**src/rtl/scan_pkg.sv**
```systemverilog
// Shared definitions for the display row-scan controller: FSM states,
// row geometry and the one-hot row decode.
package scan_pkg;

  localparam int NUM_ROWS = 8;
  localparam int ROW_W    = 3;

  typedef enum logic [1:0] {
    IDLE  = 2'd0,
    BLANK = 2'd1,
    DRIVE = 2'd2
  } state_e;

  function automatic logic [NUM_ROWS-1:0] row_onehot(input logic [ROW_W-1:0] idx);
    logic [NUM_ROWS-1:0] sel;
    sel      = '0;
    sel[idx] = 1'b1;
    return sel;
  endfunction

endpackage

```
**src/rtl/scan_step_timer.sv**
```systemverilog
// Row-period cycle counter: wraps at STEP_CYCLES-1 and flags the end of the
// blanking window and the end of the row period.
module scan_step_timer #(
  parameter int STEP_CYCLES  = 1000,
  parameter int BLANK_CYCLES = 4,
  parameter int CNT_W        = 16
) (
  input  logic             clk,
  input  logic             reset,
  input  logic             clear,
  output logic [CNT_W-1:0] cnt,
  output logic             tc,
  output logic             blank_end
);

  localparam int BLANK_LAST = (BLANK_CYCLES > 0) ? BLANK_CYCLES - 1 : 0;

  generate
    if (STEP_CYCLES < 2) begin : g_bad_step
      $error("scan_step_timer: STEP_CYCLES must be at least 2");
    end
    if (BLANK_CYCLES < 0 || BLANK_CYCLES >= STEP_CYCLES) begin : g_bad_blank
      $error("scan_step_timer: BLANK_CYCLES must be in [0, STEP_CYCLES)");
    end
    if ((64'd1 << CNT_W) < 64'(STEP_CYCLES)) begin : g_bad_width
      $error("scan_step_timer: CNT_W too narrow for STEP_CYCLES");
    end
  endgenerate

  assign tc        = (cnt == CNT_W'(STEP_CYCLES - 1));
  assign blank_end = (BLANK_CYCLES != 0) && (cnt == CNT_W'(BLANK_LAST));

  always_ff @(posedge clk or posedge reset) begin
    if (reset) begin
      cnt <= '0;
    end else if (clear || tc) begin
      cnt <= '0;
    end else begin
      cnt <= cnt + 1'b1;
    end
  end

endmodule

```
**src/rtl/display_scan_controller.sv**
```systemverilog
// 8-row display scan sequencer with per-row blanking, continuous and
// single-frame modes, and frame boundary strobes for the column datapath.
module display_scan_controller
  import scan_pkg::*;
#(
  parameter int STEP_CYCLES  = 1000,
  parameter int BLANK_CYCLES = 4,
  parameter int CNT_W        = 16
) (
  input  logic                clk,
  input  logic                reset,
  input  logic                run,
  input  logic                oneshot,
  output logic                busy,
  output logic [ROW_W-1:0]    row_idx,
  output logic [NUM_ROWS-1:0] row_sel,
  output logic                blank,
  output logic                last_row,
  output logic                frame_start,
  output logic                frame_done
);

  localparam state_e ROW_ENTRY = (BLANK_CYCLES == 0) ? DRIVE : BLANK;
  localparam logic [ROW_W-1:0] ROW_LAST = ROW_W'(NUM_ROWS - 1);

  state_e           state;
  logic [ROW_W-1:0] row;
  logic             single;
  logic [CNT_W-1:0] cnt;
  logic             tc;
  logic             blank_end;

  scan_step_timer #(
    .STEP_CYCLES  (STEP_CYCLES),
    .BLANK_CYCLES (BLANK_CYCLES),
    .CNT_W        (CNT_W)
  ) u_timer (
    .clk       (clk),
    .reset     (reset),
    .clear     (state == IDLE),
    .cnt       (cnt),
    .tc        (tc),
    .blank_end (blank_end)
  );

  always_ff @(posedge clk or posedge reset) begin
    if (reset) begin
      state  <= IDLE;
      row    <= '0;
      single <= 1'b0;
    end else begin
      // run seen at any point of a single frame converts it to continuous
      if (state != IDLE && run) single <= 1'b0;
      case (state)
        IDLE: begin
          if (run || oneshot) begin
            state  <= ROW_ENTRY;
            row    <= '0;
            single <= oneshot && !run;
          end
        end
        BLANK: begin
          if (blank_end) state <= DRIVE;
        end
        DRIVE: begin
          if (tc) begin
            if (row != ROW_LAST) begin
              row   <= row + 1'b1;
              state <= ROW_ENTRY;
            end else if (run && !single) begin
              row   <= '0;
              state <= ROW_ENTRY;
            end else begin
              row    <= '0;
              state  <= IDLE;
              single <= 1'b0;
            end
          end
        end
        default: state <= IDLE;
      endcase
    end
  end

  assign busy        = (state != IDLE);
  assign row_idx     = row;
  assign row_sel     = (state == DRIVE) ? row_onehot(row) : '0;
  assign blank       = (state != DRIVE);
  assign last_row    = busy && (row == ROW_LAST);
  assign frame_start = busy && (row == '0) && (cnt == '0);
  assign frame_done  = (state == DRIVE) && (row == ROW_LAST) && tc;

endmodule
```
**config.mk**
```make
export PLATFORM = sky130hd
export DESIGN_NAME = display_scan_controller
export DESIGN_NICKNAME = d
export VERILOG_FILES = /design/src/rtl/scan_pkg.sv /design/src/rtl/scan_step_timer.sv /design/src/rtl/display_scan_controller.sv
export SDC_FILE = /design/constraint.sdc
export NUM_CORES = 1
export LEC_CHECK = 0
export BUFFER_PORTS_ARGS = -buffer_cell sky130_fd_sc_hd__buf_2
export CAP_MARGIN = 20
export CORE_ASPECT_RATIO = 0.9
export CORE_MARGIN = 1.5
export CORE_UTILIZATION = 35
export DETAILED_ROUTE_END_ITERATION = 10
export PLACE_DENSITY_LB_ADDON = 0.05
export SLEW_MARGIN = 20
export SYNTH_ARGS = -nofsm -noshare
export SYNTH_HDL_FRONTEND = slang
export SYNTH_HIERARCHICAL = 1
export SYNTH_SLANG_ARGS = --single-unit
export TNS_END_PERCENT = 10
```
**constraint.sdc**
```tcl
create_clock -name clk -period 2.6 [get_ports clk]
set_input_delay 0.65 -clock clk [delete_from_list [all_inputs] [get_ports clk]]
set_output_delay 0.65 -clock clk [all_outputs]
set_load 0.005 [all_outputs]
```
==> results.json <==
{
  "crit_arrival_ps": 1980,
  "design.die.area_um2": 3950,
  "clkSinkCount": 22,
  "dpl-instance-area_um2": 1430,
  "layout.nets": 182,
  "cts_buffers": 3,
  "grt.overflow.total": 0,
  "final_common_cell": "nor2_1",
  "r2r_cells": 6,
  "cts_tree": "yes",
  "grt_max_degree": 17,
  "crit_required_ps": 1950,
  "status": "finished, violations left",
  "antenna_cells": 0,
  "period_needed_ps": 2630,
  "place.gp.congestion": 0.823,
  "slew_violations": 0,
  "tightest_slew_ps": 640,
  "final_area_um2": 1550,
  "clk_pin_slew_ps": 80,
  "rr_startpoint": "u_timer/cnt[13]",
  "critPathMaxFanout": 2,
  "grt_pass1_wl_mm": 5.15,
  "synthCells": 141,
  "crit_path_end_kind": "output port",
  "totalWireLength_mm": 3.02,
  "final_cell_mix": "28 x nor2_1, 22 x dfrtp_1, 18 x buf_2, 12 x buf_4, 12 x xnor2_1",
  "clock_path_buffers": 2,
  "place_ws_ps": 170,
  "synthesis.area_um2": 1250,
  "drt-vias-per-instance": 5.12,
  "finalCritPeriodShare_pct": 101,
  "finalHoldViolCount": 0,
  "max_cap_violations": 0,
  "drc": 0,
  "dp.cells": 207,
  "die_y_um": 59.8,
  "power_mw": 1.00,
  "core.rowCount": 20,
  "synth_edf_count": 0,
  "yosys_warnings": 6,
  "synth_ff_type": "dfrtp_1",
  "setup.worst_path.start": "u_timer/cnt[13]",
  "start_kind": "flip-flop",
  "antenna_found_initial": 0,
  "syn2layout_area_growth_pct": 23.5,
  "post-dp-hpwl_mm": 2.20,
  "core_area_um2": 3400,
  "setup_slack_ps": -26.9,
  "wl_per_cell_um": 13.9,
  "dr.pass1.iters": 4,
  "setup_viol": 1,
  "vias": 1111,
  "powerDensity_nw_per_um2": 647,
  "port_buffers": 19,
  "peakVddDrop_mv": 0.352,
  "synth-seq-cells": 22,
  "async_flop_share_pct": 100,
  "relSlewSlack_pct": 57.3,
  "syn_nets": 149,
  "finClkSkew_ps": 6.44,
  "first_global_vias": 1052,
  "avgSynthCellArea_um2": 8.90,
  "rsz0062_at_grt": "yes",
  "worstSetupPathType": "reg2out",
  "clock-root-buffer": "clkbuf_8",
  "r2r_end": "row_idx[0]",
  "grt_use_total_pct": 17.6,
  "ant_nets": 0,
  "synth.distinct_cells": 31,
  "fp.dieW_um": 66.1,
  "initial_core_util_pct": 36.9,
  "p_leak_nw": 0.730,
  "r2r_slack_ps": 520,
  "drive_gt1_share_pct": 24.3,
  "synth-seq-area-share_pct": 43.9,
  "max_freq_mhz": 381,
  "cts_max_level": 1,
  "layout.cells.non_filler": 217,
  "crit_end": "frame_done",
  "clk_latency_ps": 260,
  "io_pins": 20,
  "violations": "setup timing",
  "drt_iter0_drc": 34,
  "min_path_type": "in2async"
}
==> report_power, final <==
group | switching [mW] | leakage, nW | internal, mW
logic | 0.168 | 0.404 | 0.133
registers | 0.0648 | 0.297 | 0.391
clock network | 0.112 | 0.0288 | 0.135
==> stage by stage <==
step	hold WS [ps]	utilization (%)	setup TNS, ps
2_1_floorplan	441	-	0
5_1_grt	331	45.6	-125
4_1_cts	306	45.6	-29.2
3_3_place_gp	511	41.9	0
3_5_place_dp	514	41.9	0
6_report	301	45.6	-26.9
==> area by class of cell <==
class	instances	area, µm²
Sequential cell	22	551
Clock buffer	4	55.1
Inverter	11	41.3
Fill cell	349	1850
Tap cell	44	55.1
Multi-Input combinational cell	105	657
Timing Repair Buffer	31	191
==> routing by layer <==
layer	part of all wire [%]	track usage [%]
met1	51	25.7
met2	44	26.6
met3	3.5	3.95
met4	0.83	4.37
met5	0	0
==> cell usage after synthesis (2+ instances only) <==
library cell / count / area [µm²]
nand3_1: 7 / 35.0
nor4_2: 2 / 25.0
or4_1: 2 / 15.0
nand2b_1: 2 / 12.5
xnor2_1: 12 / 105
ha_1: 4 / 50.1
a21o_1: 2 / 15.0
nor2_1: 28 / 105
nor4_1: 8 / 50.1
dfrtp_1: 22 / 551
a22o_1: 2 / 17.5
xor2_1: 2 / 17.5
nand4_1: 5 / 31.3
inv_1: 10 / 37.5
nor3_1: 10 / 50.1
nand2_1: 8 / 30.0
==> sequential cells by signal, indices dropped and copies added (netlist names) <==
name and cells:
row_idx 3, u_timer/cnt 16, single 1, state 2
==> worst max-delay path, stage by stage (launching register included) <==
cell and delay (ps):
dfrtp_1 390, or4_4 560, nor4_4 310, and3b_1 220
and2_4 150, buf_6 80
==> cell families (layout without fill, tap and decap cells) <==
group           Yosys count  count (layout)  synth area share (%)
compound gates            9               9                  5.18
xor+xnor                 14              14                  9.77
fa+ha+maj                 4               4                  3.99
buf+inv                  14              46                  5.08
flops                    22              22                  43.9
simple gates             78              78                  32.1
==> how the worst min path moves through the flow <==
stage / from / end / depth (start not counted)
after floorplan: reset / row_idx[0] / 1
after global placement: u_timer/cnt[0] / u_timer/cnt[0] / 1
after detailed placement: u_timer/cnt[0] / u_timer/cnt[0] / 1
after CTS: reset / single / 2
after global routing: reset / row_idx[0] / 2
final: reset / row_idx[1] / 2
==> repair_timing <==
action,CTS,global route
setup buffers,6,0
setup endpoints to repair,1,1
pin swaps,3,1
gates resized for setup,4,0
hold buffers,0,0
Note: power is estimated with default switching activity, not from simulation.
